===== src/rtl/serial_adder_pkg.sv =====
// serial_adder shared types and constants.
// State encoding, W limits and counter-width helper.
package serial_adder_pkg;

  typedef enum logic [1:0] {
    IDLE = 2'd0,
    RUN  = 2'd1,
    DONE = 2'd2
  } state_t;

  localparam int W_MIN = 1;
  localparam int W_MAX = 64;

  function automatic int clog2(input int v);
    int r;
    r = 0;
    for (int x = v - 1; x > 0; x = x >> 1) begin
      r = r + 1;
    end
    return r;
  endfunction

endpackage


===== src/rtl/full_adder_cell.sv =====
// One-bit full adder: two half adders and an OR.
// Combinational; used as the serial adder's bit cell.
module full_adder_cell (
  input  logic a,
  input  logic b,
  input  logic ci,
  output logic s,
  output logic co
);

  logic s0;
  logic c0;
  logic c1;

  half_adder u_ha0 (
    .a (a),
    .b (b),
    .s (s0),
    .co(c0)
  );

  half_adder u_ha1 (
    .a (s0),
    .b (ci),
    .s (s),
    .co(c1)
  );

  assign co = c0 | c1;

endmodule

module half_adder (
  input  logic a,
  input  logic b,
  output logic s,
  output logic co
);

  assign s  = a ^ b;
  assign co = a & b;

endmodule


===== src/rtl/serial_adder.sv =====
// Bit-serial W-bit adder, LSB first, start/done handshake.
// Define SERIAL_ADDER_OVF_EN to add the signed overflow port ovf.
module serial_adder
  import serial_adder_pkg::*;
#(
  parameter int W = 8
) (
  input  logic         clk,
  input  logic         rst,
  input  logic         start,
  input  logic [W-1:0] a,
  input  logic [W-1:0] b,
  input  logic         cin,
  output logic         busy,
  output logic         done,
  output logic [W-1:0] sum,
  output logic         cout
`ifdef SERIAL_ADDER_OVF_EN
  ,
  output logic         ovf
`endif
);

  localparam int CW = clog2(W + 1);
  localparam logic [CW-1:0] LAST = CW'(W - 1);

  state_t state;
  state_t state_n;

  logic [W-1:0]  sa;
  logic [W-1:0]  sb;
  logic [W-1:0]  acc;
  logic [W-1:0]  acc_n;
  logic          c;
  logic [CW-1:0] cnt;
  logic          s;
  logic          co;
  logic          last;

`ifdef SERIAL_ADDER_OVF_EN
  logic c_msb_in;
`endif

  full_adder_cell u_fa (
    .a (sa[0]),
    .b (sb[0]),
    .ci(c),
    .s (s),
    .co(co)
  );

  assign last  = (cnt == LAST);
  assign acc_n = (acc >> 1) | (W'(s) << (W - 1));
  assign busy  = (state == RUN);
  assign done  = (state == DONE);

  // State register.
  always_ff @(posedge clk) begin
    if (rst) begin
      state <= IDLE;
    end else begin
      state <= state_n;
    end
  end

  // Next-state logic; DONE always lasts one cycle.
  always_comb begin
    state_n = state;
    unique case (state)
      IDLE:    if (start) state_n = RUN;
      RUN:     if (last) state_n = DONE;
      DONE:    state_n = IDLE;
      default: state_n = IDLE;
    endcase
  end

  // Operand capture, bit-serial shift and result load.
  always_ff @(posedge clk) begin
    if (rst) begin
      sa   <= '0;
      sb   <= '0;
      acc  <= '0;
      c    <= 1'b0;
      cnt  <= '0;
      sum  <= '0;
      cout <= 1'b0;
`ifdef SERIAL_ADDER_OVF_EN
      c_msb_in <= 1'b0;
      ovf      <= 1'b0;
`endif
    end else if (state == IDLE && start) begin
      sa  <= a;
      sb  <= b;
      c   <= cin;
      cnt <= '0;
    end else if (state == RUN) begin
      sa  <= sa >> 1;
      sb  <= sb >> 1;
      acc <= acc_n;
      c   <= co;
      cnt <= cnt + CW'(1);
      if (last) begin
        sum  <= acc_n;
        cout <= co;
`ifdef SERIAL_ADDER_OVF_EN
        c_msb_in <= c;
        ovf      <= c ^ co;
`endif
      end
    end
  end

endmodule


===== config.mk =====
export PLATFORM = sky130hd
export DESIGN_NAME = serial_adder
export DESIGN_NICKNAME = d
export VERILOG_FILES = /design/src/rtl/serial_adder_pkg.sv /design/src/rtl/full_adder_cell.sv /design/src/rtl/serial_adder.sv
export SDC_FILE = /design/constraint.sdc
export NUM_CORES = 1
export LEC_CHECK = 0
export ABC_AREA = 1
export BUFFER_PORTS_ARGS = -buffer_cell sky130_fd_sc_hd__buf_2
export CAP_MARGIN = 20
export CORE_AREA = 2 2 78 80
export DETAILED_ROUTE_END_ITERATION = 10
export DIE_AREA = 0 0 80 82
export PLACE_DENSITY = 0.5
export SYNTH_ARGS = -nofsm -noshare
export SYNTH_HDL_FRONTEND = slang
export SYNTH_SLANG_ARGS = --single-unit

===== constraint.sdc =====
create_clock -name clk -period 1.3 [get_ports clk]
set_input_delay 0.195 -clock clk [delete_from_list [all_inputs] [get_ports clk]]
set_output_delay 0.195 -clock clk [all_outputs]
set_load 0.01 [all_outputs]

## Word level (Yosys, flattened, before mapping)

Index checks and enable logic that the tools add are counted.

- Register bits after elaboration: 40

- Eq/ne operators: 5
- Reductions and logical operators: 7
- Mux-type cells: 9
- Bitwise logic cells: 7
- Add/sub/neg operators: 1

Operator list:

| kind | number |
|---|---|
| $mux W8 | 4 |
| $or A7 B8 Y8 | 1 |
| $add A4 B1 Y4 const B | 1 |
| $eq A4 B3 Y1 const B | 1 |
| $mux W2 | 2 |
| $pmux W2 S2 | 1 |
| $reduce_and A2 Y1 | 2 |
| $reduce_and A3 Y1 | 1 |
| $and A1 B1 Y1 | 2 |
| $eq A2 B1 Y1 const B | 1 |
| $eq A2 B2 Y1 const B | 1 |
| $logic_not A2 Y1 | 1 |
| $mux W1 | 2 |
| $ne A2 B1 Y1 const B | 1 |
| $ne A2 B2 Y1 const B | 1 |
| $reduce_bool A2 Y1 | 1 |
| $reduce_or A2 Y1 | 1 |
| $xor A1 B1 Y1 | 2 |
| $logic_and A1 B1 Y1 | 1 |
| $not A1 Y1 | 1 |
| $or A1 B1 Y1 | 1 |

## Longest topological paths before layout

Gate-level depths: netlist of the first run.

- Word-level depth: 5
- Gate-level depth with buffers: 8
- Gate-level depth less buffers: 7

## Hierarchy

A second synthesis of the first run with hierarchy kept.

- Cell total of the unflattened synthesis: 254
- Area, all modules: 1819.2 µm²

By module, submodules not included:

| module | cells each | sequential area each (µm²) | times used | area each (µm²) |
|---|---|---|---|---|
| serial_adder | 249 | 780.7 | 1 | 1783.0 |
| half_adder | 1 | 0.0 | 2 | 12.5 |
| full_adder_cell | 3 | 0.0 | 1 | 11.3 |

## Worst setup path before layout of the first run

No wires, ideal clock.

- Path type: reg-to-reg
- From: reg cnt[0]
- To: reg sum[7]
- Required time: 1.241 ns
- Stages on the path, launching flop included: 8
- Arrival time: 1.053 ns
- Clock period less this slack: 1.112 ns
- Setup slack: 0.188 ns
- Cells stage by stage: dfxtp_1 ha_1 nand3_1 nor2_4 nand2_1 clkinv_1 nand2_1 nand2_1

- Word-level cells in the longest chain between the ends: 2

RTL lines:

| item | RTL line | text |
|---|---|---|
| from (decl) | serial_adder.sv:35 | `logic [CW-1:0] cnt;` |
| from (signal assigned) | serial_adder.sv:101 | `cnt <= cnt + CW'(1);` |
| $eq A4 B3 Y1 | serial_adder.sv:52 | `assign last = (cnt == LAST);` |
| $reduce_and A3 Y1 (no line) | n/a |  |
| to (signal assigned) | serial_adder.sv:103 | `sum <= acc_n;` |
| to (decl) | serial_adder.sv:16 | `output logic [W-1:0] sum,` |

Every way passes these cells.
A chain may end at the register's enable or synchronous reset.

## Worst setup path after layout of the first run

- From: reg state[0]
- To: out done

- Word-level cells in the longest chain between the ends: 1

RTL lines:

| item | RTL line | text |
|---|---|---|
| from (decl) | serial_adder.sv:27 | `state_t state;` |
| from (signal assigned) | serial_adder.sv:62 | `state <= state_n;` |
| $eq A2 B2 Y1 | serial_adder.sv:55 | `assign done = (state == DONE);` |
| to (decl) | serial_adder.sv:15 | `output logic done,` |

Every way passes these cells.

==> results list, run 1 <==
- Status: finished, final reports clean
- Final setup violation count: 0
* Vias after detailed routing: 1487
- The most critical setup path has its startpoint at state[0].
* Worst Skew: 6.15 ps
- Die area: 0.00656 mm2
* Max Cap Viol: 0
- VDD sags by at most 0.000424 V.
- For this design the static power due to leakage is 0.947 nW.
- At the end of the flow the core is filled with cells to 36.1%.
* Chain of cells forming the critical path: buf_4 > nor2_1 > buf_2
* Global-route wire length before repair: 6420 um
* Maximum number of pins on one net before global-route repair: 18
- From synthesis to final layout, the design area changed by 24.4%.
* Cell count after synthesis: 230
- Dividing the detail-routed wire length by the instance count gives 11.4 um.
* Cell chosen for the clock root: clkbuf_8
* TNS Setup: 0 ps
* Distinct cell type count of the synthesized netlist: 23
- Count of warnings emitted by yosys: 0
- The critical path in this run is classified as flip-flop to output pin.
- The clock tree synthesis step divided the H-tree into 2 levels.
- # nets final: 294
* Number of storage elements in the synthesis netlist: 39
- Dividing the synthesized area by the synthesized cell count gives 7.25 um2.
- In the final layout, flip-flops and latches occupy 788 um2.
- Along the worst path, the maximum fanout reaches 4.
- Crit share post-route: 94.6%
- Row count: 28
- The startpoint identified for the worst register-to-register timing path is cnt[0].
* Slew at the pin closest to its max-slew limit: 332 ps
* Total DRC errors in the routed layout: 0
- All-layer global routing usage: 12.9%
- Number of DRC markers in iteration 0: 50
* Number of buffers and inverters on the critical path: 2
- Routability-driven placement finished with a final weighted congestion of 0.748.
- Final count of pins violating max slew: 0
* Unrepaired setup endpoints after global routing: no
- Number of nets produced by synthesis: 252
- Total wirelength of the detailed-routed design: 3950 um
- Initial antenna violation count: 0
* Antenna Diode Count: 0
- Of the cells placed in the final design, the portion with a size suffix greater than 1 is 26.7%.
* Core area: 0.00575 mm2
- Register-to-Register Setup Slack: 110 ps
- Kind of launch point of the worst setup path: flip-flop
- The worst hold path belongs to the class primary input to flip-flop.
- In this design, the stage delay of the slowest critical-path cell is 370 ps.
- After detailed routing, the number of vias per cell comes to 4.27.
- First drt pass iteration count: 4
- The worst setup path is captured at an output pin.
- STA puts the critical path data arrival time at 1040 ps.
- Final Power: 2.41 mW
- Maximum count of clock buffers along a single path: 2
- Power per unit of standard cell area: 1160 mW/mm2
* Antenna Nets Post-Route: 0
- Once the floorplan was initialized, standard cells occupied 29.0% of the core.
- Cell count along the critical path: 3
- Family of cells with the greatest summed delay on the critical path: flip-flops
- Number of global-route vias before repair: 1370
- The endpoint identified for the worst register-to-register timing path is sum[4].
- Number of ports placed on the die boundary: 31
* Critical path destination: done
- Among all stages on the critical path, the largest delay is contributed by dfxtp_4.
* Area used by multi-input combinational logic: 798 um2
- Measured against its own limit, the worst slew margin works out to 77.8%.
* Height of the die: 82 um
- Subtracting the final worst setup slack from the clock period gives 1230 ps.
* Grt ovf: 0
* Fillers: 632
- Data on the critical path is required at its endpoint by 1110 ps.
* Placed wire-length estimate after detailed placement: 2720 um
- The tree built by TritonCTS fans out to 39 sinks.
- Max Clk Rate: 813 MHz
- Clock tree from TritonCTS: built
- In this run the cell area of the synthesized design comes to 0.00167 mm2.
- Input and output buffers added on the ports amount to 30.
- Reg clk slew, reported paths: 80 ps
- In this run the horizontal extent of the chip is 80 um.
* Final hold violations: 0
- Portion of the post-synthesis area used by sequential elements: 46.8%
* Worst Reg2Reg Path Length in Cells: 5
- In this run, CTS created clock tree buffers numbering 5.
* Clock latency of the later-clocked register in the worst-skew pair: 300 ps
-- layer usage --
metal	share of wire (%)	GRT usage, %	vias to the layer above
li1	-	-	816
met1	53	17.0	641
met2	42	19.3	24
met3	3.2	3.41	6
met4	2.2	6.61	0
met5	0	0	-
-- registers in the layout (all words and copies together), names as in the netlist --
name / count
sa: 8
sb: 8
sum: 8
acc: 7
cnt: 4
state: 2
c: 1
cout: 1
-- placed cells by master (no fill, tap or decap) --
master / Yosys / routed
dfxtp_2: 0 / 3
nand2_4: 1 / 1
inv_2: 3 / 2
nand2_1: 89 / 88
nand3_2: 1 / 2
a21oi_2: 0 / 1
dfxtp_1: 39 / 35
o21ai_1: 3 / 3
nor2_4: 3 / 3
nand2_2: 3 / 4
fa_1: 1 / 1
a21oi_1: 15 / 14
buf_2: 1 / 30
nand3_1: 25 / 24
a211oi_2: 1 / 1
buf_6: 1 / 1
clkbuf_8: 0 / 5
inv_1: 8 / 8
buf_4: 4 / 13
dfxtp_4: 0 / 1
clkinv_1: 1 / 1
clkinvlp_4: 0 / 2
ha_2: 0 / 1
nor3b_1: 1 / 1
clkinv_2: 0 / 2
nor2_1: 18 / 18
o21ai_0: 7 / 7
nor2_2: 1 / 1
-- cell usage after synthesis --
master	n	area [um2]
nand2_1	89	334
dfxtp_1	39	781
nand3_1	25	125
nor2_1	18	67.6
a21oi_1	15	75.1
inv_1	8	30.0
o21ai_0	7	35.0
buf_4	4	30.0
clkbuf_1	3	11.3
inv_2	3	11.3
nand2_2	3	18.8
nor2_4	3	33.8
o21ai_1	3	15.0
a211oi_2	1	12.5
buf_2	1	5.00
buf_6	1	11.3
clkinv_1	1	3.75
fa_1	1	20.0
ha_1	1	12.5
nand2_4	1	11.3
nand3_2	1	10.0
nor2_2	1	6.26
nor3b_1	1	7.51
-- timing repair --
item / in CTS / in global routing
pin swaps: 1 / 2
endpoints found under the setup margin: 1 / 15
gates resized for setup: 3 / 8
hold buffers: 0 / 0
setup buffers: 4 / 0
-- stage by stage --
stage / setup WS, ps / instances / cell area [um2] / hold WS [ps]
after floorplan: 188 / 230 / 1670 / 264
after global placement: 38.0 / 336 / 1930 / 440
after detailed placement: 40.9 / 336 / 1930 / 439
after CTS: 11.8 / 348 / 2060 / 145
after global routing: 2.80 / 348 / 2070 / 179
final: 70.0 / 348 / 2070 / 152
-- power breakdown --
group          switching, mW  internal (mW)  leakage, nW
clock network          0.459          0.374       0.0402
logic                  0.174          0.124        0.587
registers             0.0344           1.25        0.320
total                  0.667           1.75        0.947
-- area by class of cell --
class | count | area share [%]
multi-input combinational | 170 | 38.5
inverter | 12 | 2.23
sequential | 39 | 38.0
tap | 75 | 4.52
clock buffer | 5 | 3.32
clock inverter | 3 | 0.965
timing repair buffer | 44 | 12.5
-- worst min-delay path, cell delays in order --
cell and delay [ps]:
buf_2 100, nand2_1 50, a21oi_1 50
-- worst min-delay path by stage --
| stage | startpoint | slack [ps] | endpoint | cells after the start |
|---|---|---|---|---|
| 2_1_floorplan | rst | 260 | sa[0] | 1 |
| 3_3_place_gp | sa[3] | 440 | sa[2] | 2 |
| 3_5_place_dp | sa[3] | 440 | sa[2] | 2 |
| 4_1_cts | b[7] | 140 | sb[7] | 3 |
| 5_1_grt | a[7] | 180 | sa[7] | 3 |
| 6_report | b[7] | 150 | sb[7] | 3 |
-- cells by family after synthesis --
family | share of synthesized area (%)
compound gates | 8.25
flops | 46.8
buf+inv | 6.15
simple gates | 36.8
fa+ha+maj | 1.95
Note: power is estimated with default switching activity, not from simulation.
==> inputs of run 2 (changes only) <==
Settings changed: CORE_AREA 2 2 78 80 to 2 2 68 70, DIE_AREA 0 0 80 82 to 0 0 70 72, PLACE_DENSITY 0.5 to 0.62.
==> run 2 against run 1 <==
  * Hold slack got worse by 4.0 ps
  * Fmax decreased by 0.33%
  * Via count increased by 0.34%
  * Critical path depth increased by 1
==> results list, run 2 (same netlist as run 1, synthesis figures left out) <==
- Net switching power of the design: 0.609 mW (was 0.667 mW)
- The site row count is 24 (was 28).
- The fraction of power spent switching nets is 25.8% (was 27.6%).
- The hold buffer count at CTS is 0 (unchanged).
- The count of input and output buffers was 30 (unchanged).
- The pin count of the biggest net entering global routing was 18 (unchanged).
* Relative contribution of combinational cells to total power: 12.4% (was 12.3%)
- Global-route wire length before repair: 5930 um (was 6420 um)
- The detailed-route via count came to 1492 (was 1487).
- The final-report setup violation count came to 0 (unchanged).
* Max Cap Viol: 0 (unchanged)
- The clock transition time at the flip-flop clock pins of the worst setup and hold paths was 70 ps (was 80 ps).
* Number of buffers and inverters on the critical path: 3 (was 2)
- The worst hold slack after final layout is 148 ps (was 152 ps).
- Crit share post-route: 94.9% (was 94.6%)
- Max Clk Rate: 810 MHz (was 813 MHz)
* Hold WC Path Type: primary input to flip-flop (unchanged)
- The number of detailed-routing iterations run before antenna repair was 4 (unchanged).
* Core area: 0.00426 mm2 (was 0.00575 mm2)
- Number of DRC markers in iteration 0: 58 (was 50)
- Worst ir drop on vdd: 0.000560 V (was 0.000424 V)
- The filler-free cell count of the finished design came to 322 (was 348).
* Number of ports placed on the die boundary: 31 (unchanged)
- Chain of cells forming the critical path: inv_2 > nor2_4 > buf_6 > buf_6 (was buf_4 > nor2_1 > buf_2).
- The count of final max-slew check failures came to 0 (unchanged).
* Number of vias per cell: 4.63 (was 4.27)
- Antenna Diode Count: 0 (unchanged)
- Signed area change from the synthesized netlist to the final layout: 21.8% (was 24.4%)
- Time the final worst path needs with I/O delays and setup: 1230 ps (about the same)
* Status: finished, final reports clean (unchanged)
- The highest fanout seen on the critical path is 5 (was 4).
* Total number of clock tree sinks: 39 (unchanged)
- Routability congestion estimate from global placement: 0.783 (was 0.748)
- The die span in y came to 72 um (was 82 um).
- The cell with the largest stage delay on the worst path is dfxtp_4 (unchanged).
- Final hold violations: 0 (unchanged)
- Placed wire-length estimate after detailed placement: 2470 um (was 2720 um)
* Most frequent cells in the layout: 89 x nand2_1, 36 x dfxtp_1, 29 x buf_2 (was 88 x nand2_1, 35 x dfxtp_1, 30 x buf_2)
- The data arrival time of the critical path is 1040 ps (about the same).
- The initial standard-cell utilization of the core is 39.1% (was 29.0%).
- Cts bufs inserted: 5 (unchanged)
- The routed wire length is 3590 um (was 3950 um).
- Internal power summed over all cells: 1.75 mW (about the same)
- The sum of overflow across all layers after global routing was 0 (unchanged).
- Endpoint kind of the worst setup timing path: output pin (unchanged)
- The CTS tree is built (unchanged).
* Worst Hold Path Cells: 3 (unchanged)
* Kind of launch point of the worst setup path: flip-flop (unchanged)
- The maximum clock insertion buffer count came to 2 (unchanged).
- # nets final: 291 (was 294)
* Fillers: 435 (was 632)
- Final cell utilization of the core: 47.7% (was 36.1%)
- Cell count along the critical path: 4 (was 3)
- Proportion of power drawn by flip-flops and latches: 54.5% (was 53.2%)
- Initial antenna violation count: 0 (unchanged)
- Leakage power of the design: 0.942 nW (was 0.947 nW)
- The tightest slew margin relative to the limit is 77.5% (was 77.8%).
* Top cell by count, worst path: buf_6
* Critical Path Max Stage Delay: 390 ps (was 370 ps)
* Unrepaired setup endpoints after global routing: no (unchanged)
* All-layer global routing usage: 14.8% (was 12.9%)
- The required time at the endpoint of the critical path came to 1110 ps (about the same).
- Die width: 70 um (was 80 um)
* Die area: 0.00504 mm2 (was 0.00656 mm2)
* Clk pwr share: 33.1% (was 34.5%)
- The clock root buffer was clkbuf_8 (unchanged).
- The via count of the first global-routing pass was 1300 (was 1370).
- Crit path kind: flip-flop to output pin (unchanged)
- The sum of negative setup slack came to 0 ps (unchanged).
- The number of cell instances on the worst register-to-register path is 5 (unchanged).
* Number of cells in the design after placement: 312 (was 336)
* Total DRC errors in the routed layout: 0 (unchanged)
- The share of final-layout standard cells stronger than drive strength 1 was 23.7% (was 26.7%).
- Antenna Nets Post-Route: 0 (unchanged)
* Clock latency of the later-clocked register in the worst-skew pair: 290 ps (was 300 ps)
- Depth of the CTS H-tree: 2 (unchanged)
* Power per unit of standard cell area: 1160 mW/mm2 (about the same)
- The maximum clock skew at final layout was 4.91 ps (was 6.15 ps).
- The per-cell routed wire length was 11.2 um (was 11.4 um).
* Commonest non-fill, non-tap cell in the layout: nand2_1 (unchanged)
- Family of cells with the greatest summed delay on the critical path: flip-flops (unchanged)
* Regs by FF count: sa x8, sb x8, sum x8 (unchanged)
* Slew at the pin closest to its max-slew limit: 337 ps (was 332 ps)
run 2: per-layer routing:
| metal | wire (um) | vias to the layer above | track usage [%] | part of all wire (%) |
|---|---|---|---|---|
| met5 | 0 | - | 0 | 0 |
| met1 | 1840 | 651 | 20.3 | 51 |
| li1 | - | 804 | - | - |
| met2 | 1530 | 29 | 21.8 | 42 |
| met4 | 64 | 0 | 6.41 | 1.8 |
| met3 | 164 | 8 | 4.44 | 4.6 |
run 2: worst min-delay path: stages:
cell	delay, ps
buf_2	90
nand2_1	50
a21oi_1	50
run 2: power by group through the flow:
stage / combinational, mW / clock (mW) / sequential, mW
after global placement: 0.277 / 0 / 1.31
after floorplan: 0.187 / 0 / 1.31
after global routing: 0.331 / 0.848 / 1.29
final: 0.293 / 0.781 / 1.29
after CTS: 0.286 / 0.802 / 1.29
after detailed placement: 0.279 / 0 / 1.31
run 2: per-stage QoR:
| stage | setup WS [ps] | total power [mW] | cell area [um2] |
|---|---|---|---|
| 5_1_grt | 11.8 | 2.47 | 2030 |
| 6_report | 65.9 | 2.36 | 2030 |
| 4_1_cts | 17.9 | 2.37 | 2000 |
| 2_1_floorplan | 188 | 1.49 | 1670 |
| 3_5_place_dp | 83.4 | 1.59 | 1910 |
| 3_3_place_gp | 74.7 | 1.59 | 1910 |
run 2: timing repair:
action	in CTS	in global routing
setup endpoints to repair	1	14
setup buffers	1	1
resized for setup	3	6
pin swaps	0	2
run 2: final timing paths:
path                            startpoint     end  slack [ps]
worst min-delay path                  a[7]   sa[7]         150
worst max register to register      cnt[0]  sum[2]         100
worst min register to register       sb[2]   sb[1]         450
worst max-delay path              state[0]    busy          70
run 2: cell type report:
class                           count  area (um2)  area share, %
Inverter                           12        46.3           2.28
Sequential cell                    39         787           38.7
Tap cell                           52        65.1           3.20
Clock buffer                        7        76.3           3.76
Multi-Input combinational cell    170         797           39.2
Timing Repair Buffer               41         255           12.6
Clock inverter                      1        5.00          0.246
